==> config.mk <==
export PLATFORM = sky130hd
export DESIGN_NAME = farm_road_detector
export DESIGN_NICKNAME = d
export VERILOG_FILES = /design/src/rtl/farm_det_pkg.sv /design/src/rtl/loop_debounce.sv /design/src/rtl/farm_road_detector.sv
export SDC_FILE = /design/constraint.sdc
export NUM_CORES = 1
export LEC_CHECK = 0
export BUFFER_PORTS_ARGS = -buffer_cell sky130_fd_sc_hd__buf_2
export CAP_MARGIN = 20
export CORE_MARGIN = 2
export CORE_UTILIZATION = 28
export DETAILED_ROUTE_END_ITERATION = 12
export HOLD_SLACK_MARGIN = 0.06
export MAX_ROUTING_LAYER = met4
export SLEW_MARGIN = 10
export SYNTH_ARGS = -nofsm -noshare
export SYNTH_HDL_FRONTEND = slang
export SYNTH_HIERARCHICAL = 1
export SYNTH_SLANG_ARGS = --single-unit
export TNS_END_PERCENT = 1
==> constraint.sdc <==
create_clock -name clk -period 3.1 [get_ports clk]
set_clock_uncertainty 0.15 [all_clocks]
set_input_delay 0.155 -clock clk [delete_from_list [all_inputs] [get_ports clk]]
set_output_delay 0.155 -clock clk [all_outputs]
set_load 0.01 [all_outputs]
==> src/rtl/farm_det_pkg.sv <==
// -----------------------------------------------------------------------------
// farm_det_pkg
// Shared definitions for the farm-road vehicle detector:
//   - state_t      : detector FSM encoding (IDLE, WAIT, SERVE, CLEAR)
//   - DEF_*        : default parameter values
//   - clog2_of()   : width helper used to size q_cnt and internal counters
//   - lamp_onehot(): lamp legality helper used by the optional error check
//                    (built only when FARM_DET_ERR_EN is defined)
// -----------------------------------------------------------------------------
package farm_det_pkg;

    typedef enum logic [1:0] {
        ST_IDLE  = 2'd0,
        ST_WAIT  = 2'd1,
        ST_SERVE = 2'd2,
        ST_CLEAR = 2'd3
    } state_t;

    localparam int DEF_DEB_CYCLES   = 3;
    localparam int DEF_QMAX         = 15;
    localparam int DEF_DRAIN_CYCLES = 2;

    // Number of bits needed to hold values 0 .. value-1 (minimum 1).
    function automatic int clog2_of(input int value);
        int w;
        w = 1;
        while ((1 << w) < value) begin
            w = w + 1;
        end
        return w;
    endfunction

    // True when exactly one of {fg, fy, fr} is lit.
    function automatic logic lamp_onehot(input logic [2:0] lamps);
        return (lamps == 3'b001) || (lamps == 3'b010) || (lamps == 3'b100);
    endfunction

endpackage

==> src/rtl/loop_debounce.sv <==
// -----------------------------------------------------------------------------
// loop_debounce
// Synchronizes the raw inductive-loop level and debounces it. The filtered
// level changes only after DEB_CYCLES consecutive synchronized samples that
// disagree with it; a registered one-cycle pulse marks each rising change.
//
// Ports:
//   clk          in   system clock, rising edge
//   rst          in   synchronous active-high reset
//   loop_raw     in   raw loop level (asynchronous, noisy)
//   arrive_pulse out  high for the first cycle in which the filtered level is 1
// -----------------------------------------------------------------------------
module loop_debounce
    import farm_det_pkg::*;
#(
    parameter int DEB_CYCLES = DEF_DEB_CYCLES
) (
    input  logic clk,
    input  logic rst,
    input  logic loop_raw,
    output logic arrive_pulse
);

    localparam int CW = clog2_of(DEB_CYCLES + 1);

    logic          sync1_r;
    logic          sync2_r;
    logic          filt_r;
    logic [CW-1:0] cnt_r;

    // Two-flop synchronizer for the asynchronous loop input.
    always_ff @(posedge clk) begin
        if (rst) begin
            sync1_r <= 1'b0;
            sync2_r <= 1'b0;
        end else begin
            sync1_r <= loop_raw;
            sync2_r <= sync1_r;
        end
    end

    // Debounce counter: counts consecutive disagreeing samples, flips the
    // filtered level when the run reaches DEB_CYCLES, and flags rising flips.
    always_ff @(posedge clk) begin
        if (rst) begin
            cnt_r        <= {CW{1'b0}};
            filt_r       <= 1'b0;
            arrive_pulse <= 1'b0;
        end else if (sync2_r == filt_r) begin
            cnt_r        <= {CW{1'b0}};
            arrive_pulse <= 1'b0;
        end else if (cnt_r == CW'(DEB_CYCLES - 1)) begin
            // This sample would make the run DEB_CYCLES long.
            cnt_r        <= {CW{1'b0}};
            filt_r       <= sync2_r;
            arrive_pulse <= sync2_r;
        end else begin
            cnt_r        <= cnt_r + CW'(1);
            arrive_pulse <= 1'b0;
        end
    end

endmodule

==> src/rtl/farm_road_detector.sv <==
// -----------------------------------------------------------------------------
// farm_road_detector
// Farm-road vehicle detector front end. Debounces the loop input, keeps a
// saturating count of queued vehicles, drains one vehicle per DRAIN_CYCLES
// cycles of farm green, and raises the request c while vehicles are waiting.
//
// Ports:
//   clk          in   system clock, rising edge
//   rst          in   synchronous active-high reset
//   loop_raw     in   raw loop-detector level (asynchronous, noisy)
//   fg, fy, fr   in   farm-road green / yellow / red from the controller
//   c            out  farm-road request (from registered state and count)
//   q_cnt        out  number of queued vehicles, saturates at QMAX
//   arrive_pulse out  one-cycle pulse per debounced arrival
//   err          out  sticky illegal-lamp flag
//
// Optional feature: define FARM_DET_ERR_EN to build the lamp checker. Without
// it err is tied low and no check logic exists.
// -----------------------------------------------------------------------------
module farm_road_detector
    import farm_det_pkg::*;
#(
    parameter int DEB_CYCLES   = DEF_DEB_CYCLES,
    parameter int QMAX         = DEF_QMAX,
    parameter int DRAIN_CYCLES = DEF_DRAIN_CYCLES,
    parameter int QW           = clog2_of(QMAX + 1)
) (
    input  logic          clk,
    input  logic          rst,
    input  logic          loop_raw,
    input  logic          fg,
    input  logic          fy,
    input  logic          fr,
    output logic          c,
    output logic [QW-1:0] q_cnt,
    output logic          arrive_pulse,
    output logic          err
);

    localparam int TW = clog2_of(DRAIN_CYCLES + 1);

    state_t        state_r;
    state_t        state_s;
    logic [QW-1:0] q_next_s;
    logic [TW-1:0] timer_r;
    logic          depart_s;
    logic          queued_s;

    loop_debounce #(
        .DEB_CYCLES (DEB_CYCLES)
    ) u_debounce (
        .clk          (clk),
        .rst          (rst),
        .loop_raw     (loop_raw),
        .arrive_pulse (arrive_pulse)
    );

    assign queued_s = (q_cnt != {QW{1'b0}});

    // Departure strobe: one vehicle leaves when a full drain period of green
    // has elapsed and someone is queued.
    always_comb begin
        depart_s = 1'b0;
        if ((state_r == ST_SERVE) && (timer_r == TW'(DRAIN_CYCLES - 1)) && queued_s) begin
            depart_s = 1'b1;
        end else begin
            depart_s = 1'b0;
        end
    end

    // Next queue count: arrival and departure together cancel, including at
    // QMAX; a lone arrival saturates.
    always_comb begin
        q_next_s = q_cnt;
        if (arrive_pulse && !depart_s) begin
            if (q_cnt != QW'(QMAX)) begin
                q_next_s = q_cnt + QW'(1);
            end else begin
                q_next_s = q_cnt;
            end
        end else if (!arrive_pulse && depart_s) begin
            q_next_s = q_cnt - QW'(1);
        end else begin
            q_next_s = q_cnt;
        end
    end

    // Queue count register.
    always_ff @(posedge clk) begin
        if (rst) begin
            q_cnt <= {QW{1'b0}};
        end else begin
            q_cnt <= q_next_s;
        end
    end

    // Drain timer. Held at zero outside SERVE so the first SERVE cycle starts
    // from zero; it counts up to DRAIN_CYCLES-1, restarts on each departure and
    // parks at the top while the queue is empty so a late arrival leaves on the
    // following edge.
    always_ff @(posedge clk) begin
        if (rst) begin
            timer_r <= {TW{1'b0}};
        end else if (state_r != ST_SERVE) begin
            timer_r <= {TW{1'b0}};
        end else if (timer_r == TW'(DRAIN_CYCLES - 1)) begin
            if (queued_s) begin
                timer_r <= {TW{1'b0}};
            end else begin
                timer_r <= timer_r;
            end
        end else begin
            timer_r <= timer_r + TW'(1);
        end
    end

    // FSM next state. In IDLE a pending queue takes precedence over an
    // unrequested green; yellow takes precedence over red while serving.
    always_comb begin
        state_s = state_r;
        case (state_r)
            ST_IDLE: begin
                if (queued_s) begin
                    state_s = ST_WAIT;
                end else if (fg) begin
                    state_s = ST_SERVE;
                end else begin
                    state_s = ST_IDLE;
                end
            end
            ST_WAIT: begin
                if (fg) begin
                    state_s = ST_SERVE;
                end else begin
                    state_s = ST_WAIT;
                end
            end
            ST_SERVE: begin
                if (fy) begin
                    state_s = ST_CLEAR;
                end else if (fr) begin
                    state_s = queued_s ? ST_WAIT : ST_IDLE;
                end else begin
                    state_s = ST_SERVE;
                end
            end
            ST_CLEAR: begin
                if (fr) begin
                    state_s = queued_s ? ST_WAIT : ST_IDLE;
                end else begin
                    state_s = ST_CLEAR;
                end
            end
            default: begin
                state_s = ST_IDLE;
            end
        endcase
    end

    // FSM state register.
    always_ff @(posedge clk) begin
        if (rst) begin
            state_r <= ST_IDLE;
        end else begin
            state_r <= state_s;
        end
    end

    // Request: decoded from registered state and count only, so c drops in
    // the cycle the last queued vehicle departs.
    assign c = (state_r == ST_WAIT) | ((state_r == ST_SERVE) & queued_s);

`ifdef FARM_DET_ERR_EN
    logic err_r;

    // Sticky lamp checker: non-one-hot lamps, or yellow while not serving.
    always_ff @(posedge clk) begin
        if (rst) begin
            err_r <= 1'b0;
        end else if (!lamp_onehot({fg, fy, fr}) ||
                     (fy && ((state_r == ST_IDLE) || (state_r == ST_WAIT)))) begin
            err_r <= 1'b1;
        end else begin
            err_r <= err_r;
        end
    end

    assign err = err_r;
`else
    assign err = 1'b0;
`endif

endmodule

==> impl_metrics.tcl, run 1 <==
set metrics [dict create \
    fp.coreArea_sq_um 2450 \
    cts_tree "yes" \
    async_flop_share_pct 0 \
    dpl.hpwl_microns 922 \
    cts_buffers 3 \
    syn_avg_cell_area_sq_um 9.97 \
    globalplace.congestion 0.701 \
    nNetsFinal 98 \
    wire_per_inst_microns 10.2 \
    grt_usage_pct 10.0 \
    grt_max_degree 16 \
    hp-class "input pin to flop" \
    ant_nets 0 \
    post-route-util_pct 34.9 \
    cts_root_buf "clkbuf_4" \
    clk_latency_ns 0.28 \
    viasPerCell 4.72 \
    cts.sinks 14 \
    synth_top_area_share_pct 39.0 \
    synth_warnings 6 \
    rsz0062_at_grt "false" \
    drt_wl_total_mm 1.20 \
    ys_top_cells_by_area "dfxtp_1 (39%), o21ai_0 (5.6%), ha_1 (5.2%)" \
    start_util_pct 29.3 \
    criticalPathCategory "flop to flop" \
    startpoint_type "flop" \
    status "finished clean" \
    clockBufferDepth 2 \
    yosysSeqAreaShare_pct 39.0 \
    dr.pass1.iters 3 \
    die_area_sq_um 2990 \
    grt_pass1_vias 500 \
    htreeDepth 1 \
    ys_types 32 \
    multi_input_area_sq_um 415 \
    p_total_mw 0.345 \
    ir_drop_uv 191 \
    grt_pass1_wl_mm 2.10 \
    synth_nets 82 \
    period_share_pct 80.0 \
    slew_violations 0 \
    synth_cells 72 \
    stdcell_area_sq_um 856 \
    place_ws_ns 0.622 \
    final_cells 117 \
    drive_above_1_share_pct 23.0 \
    io_pins 13 \
    max-cap-violations 0 \
    fillers 258 \
    post_dp_cell_area_sq_um 800 \
    hold_violations 0 \
    post_cts_resized 0 \
    power_density_nw_per_um2 403 \
    clkTransAtPathRegs_ns 0.09 \
    fmax_ghz 0.403 \
    antenna_found_initial 0 \
    syn_to_final_growth_pct 19.2 \
    dp_cells 111 \
    p_leak_nw 0.354 \
    tns_ns 0 \
    synth_flop_cell "dfxtp_1" \
    final-seq-area_sq_um 280 \
    syn_area_sq_um 718 \
    drtIter0Drc 6 \
    antenna_cells 0 \
    vias 552 \
    die_w_microns 54.6 \
    crit_arrival_ns 2.50 \
    yosys.area.top_type "dfxtp_1" \
    synth_edf_count 0 \
    ys_ff_latch 14 \
    row_count 18 \
    whs_ns 0.0711 \
    grt_overflow_total 0 \
    finalSetupViolCount 0 \
    cp.required_ns 3.13 \
    port_buffers 11 \
    end_kind "flop" \
    worst_slack_ns 0.621 \
    finalCriticalPeriod_ns 2.48 \
    drcViolationCount 0 \
    worstPathMaxFanout 6 \
    die_h_microns 54.6 \
]
## layout by cell type, fill, tap and decap left out, types with 3 or more instances in the layout
cell type and instances:
dfxtp_1 14, buf_2 11, o21ai_0 8, nor2b_1 5, nor2_1 4, mux2i_1 3
inv_1 3, a21oi_1 3, ha_1 3, clkbuf_4 3
## what timing repair did
item	CTS	global route
hold buffers	2	0
endpoints found under the hold margin	2	0
setup buffers	0	0
endpoints found under the setup margin	0	0
## where the power goes
| group | internal, mW | switching (mW) | leakage, nW |
|---|---|---|---|
| Combinational | 0.0128 | 0.0116 | 0.220 |
| Sequential | 0.185 | 0.00554 | 0.114 |
| Clock | 0.0714 | 0.0587 | 0.0210 |
## synth_stat cells (all sizes together) (2+ instances only)
master,count
ha,3
nor3,3
inv,3
nand2,2
o21ai,8
nor3b,2
nor2b,5
a21oi,3
mux2i,3
dfxtp,14
nor4,3
nor2,4
xnor2,2
## worst paths after layout
kind                                                startpoint                             end  slack (ns)  depth (start not counted)
worst max-delay path                     q_cnt[3]$_SDFFE_PP0P_           q_cnt[3]$_SDFFE_PP0P_        0.62                          7
worst min-delay path                                       rst   u_debounce/sync1_r$_SDFF_PP0_        0.07                          2
worst max register to register           q_cnt[3]$_SDFFE_PP0P_           q_cnt[3]$_SDFFE_PP0P_        0.62                          7
worst min register to register  u_debounce/cnt_r[0]$_SDFF_PP0_  u_debounce/cnt_r[0]$_SDFF_PP0_        0.27                          1
## routing by layer
| layer | part of all wire [%] | routed length, microns | global-route usage (%) | up-vias |
|---|---|---|---|---|
| met4 | 0.50 | 6 | 5.00 | 0 |
| met2 | 45 | 539 | 15.9 | 9 |
| met3 | 4.5 | 54 | 2.46 | 2 |
| met5 | 0 | 0 | - | - |
| met1 | 50 | 596 | 11.8 | 245 |
| li1 | - | - | - | 296 |
## area by class of cell
type	instances	area share [%]
well taps	30	4.39
repair buffers	13	8.77
inverters	3	1.32
flip-flops and latches	14	32.7
multi-input cells	53	48.5
clock buffers	4	4.24
## sequential cells by signal, summed over array words and instances, names as in the netlist
register / cells
u_debounce/cnt_r: 2
timer_r: 2
state_r: 2
u_debounce/arrive_pulse: 1
q_cnt: 4
u_debounce/sync2_r: 1
u_debounce/filt_r: 1
u_debounce/sync1_r: 1
## critical path, stage by stage, from the launching register on
cell	delay, ns
dfxtp_1	0.38
nor4_4	0.41
o21ai_0	0.25
ha_1	0.32
a21o_1	0.17
a21oi_1	0.16
mux2i_1	0.21
mux2_1	0.32
## cells by family (layout without fill, tap and decap cells)
family	Yosys count	after routing	synth area share (%)
AOI/OAI and AO/OA	16	16	14.6
xor gates and xnor gates	2	2	2.44
adders and majority gates	4	4	8.01
buffers and inverters	5	20	3.14
DFF	14	14	39.0
muxes	4	4	5.75
other	1	1	0.522
and+or+nand+nor	26	26	26.5
No activity file was read; power rests on OpenSTA's default activity.
==> inputs of run 2 (changes only) <==
--- a/config.mk
+++ b/config.mk
@@ -5,6 +5,7 @@
 export SDC_FILE = /design/constraint.sdc
 export NUM_CORES = 1
 export LEC_CHECK = 0
+export ABC_AREA = 1
 export BUFFER_PORTS_ARGS = -buffer_cell sky130_fd_sc_hd__buf_2
 export CAP_MARGIN = 20
 export CORE_MARGIN = 2
==> constraint.sdc (replaced) <==
create_clock -name clk -period 2.45 [get_ports clk]
set_clock_uncertainty 0.15 [all_clocks]
set_input_delay 0.1225 -clock clk [delete_from_list [all_inputs] [get_ports clk]]
set_output_delay 0.1225 -clock clk [all_outputs]
set_load 0.01 [all_outputs]
==> impl_metrics.tcl, run 2 <==
set metrics [dict create \
    end_kind "flop" \
    cp-endpoint "q_cnt[3]$_SDFFE_PP0P_" \
    power_frac_seq_pct 53.7 \
    regToRegEndpoint "q_cnt[3]$_SDFFE_PP0P_" \
    cp.required_ns 2.49 \
    start_util_pct 29.8 \
    syn_area_sq_um 752 \
    crit_arrival_ns 2.09 \
    syn_avg_cell_area_sq_um 7.52 \
    final-seq-area_sq_um 280 \
    globalplace.congestion 0.834 \
    final_common_cell "inv_1" \
    finalSetupViolCount 0 \
    whs_ns 0.0834 \
    cts_buffers 3 \
    antenna_found_initial 0 \
    hold_depth 5 \
    row_count 18 \
    criticalPathCategory "flop to flop" \
    hp-class "input pin to flop" \
    comb_power_share_pct 9.0 \
    synth_most_common_cell "inv_1" \
    viasPerCell 4.45 \
    htreeDepth 1 \
    ys_types 26 \
    startpoint "q_cnt[0]$_SDFFE_PP0P_" \
    rsz0062_at_grt "false" \
    die_w_microns 55.8 \
    cts_root_buf "clkbuf_4" \
    multi_input_area_sq_um 394 \
    slew_violations 0 \
    post_cts_resized 0 \
    tns_ns 0 \
    grt_max_degree 9 \
    period_share_pct 84.0 \
    grt_usage_pct 10.8 \
    synth_edf_count 0 \
    largest_reg_flops 4 \
    hold_violations 0 \
    fmax_ghz 0.486 \
    startpoint_type "flop" \
    grt_overflow_total 0 \
    die_h_microns 55.8 \
    drcViolationCount 0 \
    grt_pass1_wl_mm 2.56 \
    antenna_cells 0 \
    worstPathMaxFanout 7 \
    synth_nets 110 \
    cts.sinks 14 \
    yosysSeqAreaShare_pct 37.3 \
    switchingPower_mw 0.102 \
    vias 663 \
    clkTransAtPathRegs_ns 0.09 \
    clockBufferDepth 2 \
    fillers 273 \
    cts_setup_buffers 0 \
    fp.coreArea_sq_um 2520 \
    grt_pass1_vias 611 \
    async_flop_share_pct 0 \
    ys_ff_latch 14 \
    drive_above_1_share_pct 25.2 \
    ant_nets 0 \
    postCtsHoldBufs 5 \
    yosys.area.top_type "dfxtp_1" \
    syn_to_final_growth_pct 22.8 \
    drt_wl_total_mm 1.43 \
    ir_drop_uv 308 \
    die_area_sq_um 3120 \
    clockPowerShare_pct 37.3 \
    io_pins 13 \
    synth_cells 100 \
    synth_warnings 6 \
    switching_share_pct 22.9 \
    largest_register "q_cnt" \
    reg2reg_slack_ns 0.39 \
    p_leak_nw 0.423 \
    ys_top_cells_by_area "dfxtp_1 (37%), inv_1 (8.0%), nand2_1 (7.0%)" \
    layout_common_cells "inv_1 (16), nand2_1 (14), dfxtp_1 (14)" \
    nNetsFinal 130 \
    wire_per_inst_microns 9.60 \
    rr_worst_depth 13 \
    drtIter0Drc 15 \
    power_density_nw_per_um2 481 \
    cts_tree "yes" \
    port_buffers 11 \
    dpl.hpwl_mm 1.10 \
    synth_flop_cell "dfxtp_1" \
    rr_startpoint "q_cnt[0]$_SDFFE_PP0P_" \
    synthTopCellsByCount "inv_1 (16), dfxtp_1 (14), nand2_1 (14)" \
    clk_latency_ns 0.28 \
    synth_top_area_share_pct 37.3 \
    status "finished clean" \
    dr.pass1.iters 4 \
    finalCriticalPeriod_ns 2.06 \
    p_int_mw 0.342 \
    max-cap-violations 0 \
]
## run 2: power groups by stage
stage	clock network, mW	registers (mW)	logic [mW]
floorplan	0	0.242	0.0222
global placement	0	0.243	0.0308
detailed placement	0	0.244	0.0318
CTS	0.179	0.238	0.0399
global route	0.192	0.239	0.0460
finish	0.166	0.238	0.0398
## run 2: area by class of cell
type	instances	area share [%]
Timing Repair Buffer	16	11.4
Sequential cell	14	30.4
Inverter	18	7.59
Tap cell	30	4.07
Clock buffer	4	3.93
Multi-Input combinational cell	67	42.7
## run 2: layer usage
layer	share of wire [%]	vias up	track usage, %
li1	-	353	-
met1	50	290	12.8
met2	45	18	17.2
met3	4.8	2	4.19
met4	0.70	0	3.06
met5	0	-	-
## run 2: cells by family after synthesis
| group | after synthesis | synth area share [%] |
|---|---|---|
| compound gates | 15 | 10.6 |
| xor+xnor | 1 | 1.16 |
| fa+ha+maj | 4 | 7.65 |
| buf+inv | 19 | 10.3 |
| flops | 14 | 37.3 |
| other cells | 1 | 0.499 |
| simple gates | 46 | 32.4 |
## run 2: metrics by stage
step	setup WS (ns)	utilization (%)	std cells	instance area, sq um	total power [mW]
3_3_place_gp	0.420	33.2	140	837	0.274
4_1_cts	0.362	36.6	149	923	0.457
2_1_floorplan	0.496	-	100	752	0.265
3_5_place_dp	0.375	33.2	140	837	0.275
5_1_grt	0.176	36.6	149	923	0.477
6_report	0.391	36.6	149	923	0.444
## run 2: worst min path at each step
stage                     startpoint                             to  slack [ns]
final                             fy          state_r[0]$_SDFF_PP0_        0.08
after global routing              fy          state_r[0]$_SDFF_PP0_        0.15
after CTS                         fy          state_r[0]$_SDFF_PP0_        0.06
after floorplan                  rst          q_cnt[2]$_SDFFE_PP0P_        0.04
after global placement      loop_raw  u_debounce/sync1_r$_SDFF_PP0_        0.18
after detailed placement    loop_raw  u_debounce/sync1_r$_SDFF_PP0_        0.19
## run 2: critical path, cell delays in order (launching register included)
cell and delay, ns:
dfxtp_1 0.40, nor2_4 0.11, nand2_2 0.10, nand2_2 0.12
nand2_2 0.09, ha_1 0.33, nand2_1 0.07, nand2_1 0.05
nor2_1 0.13, nand3_1 0.13, nand2_2 0.09, nor2_2 0.04
nor2_1 0.10, nor2_2 0.05
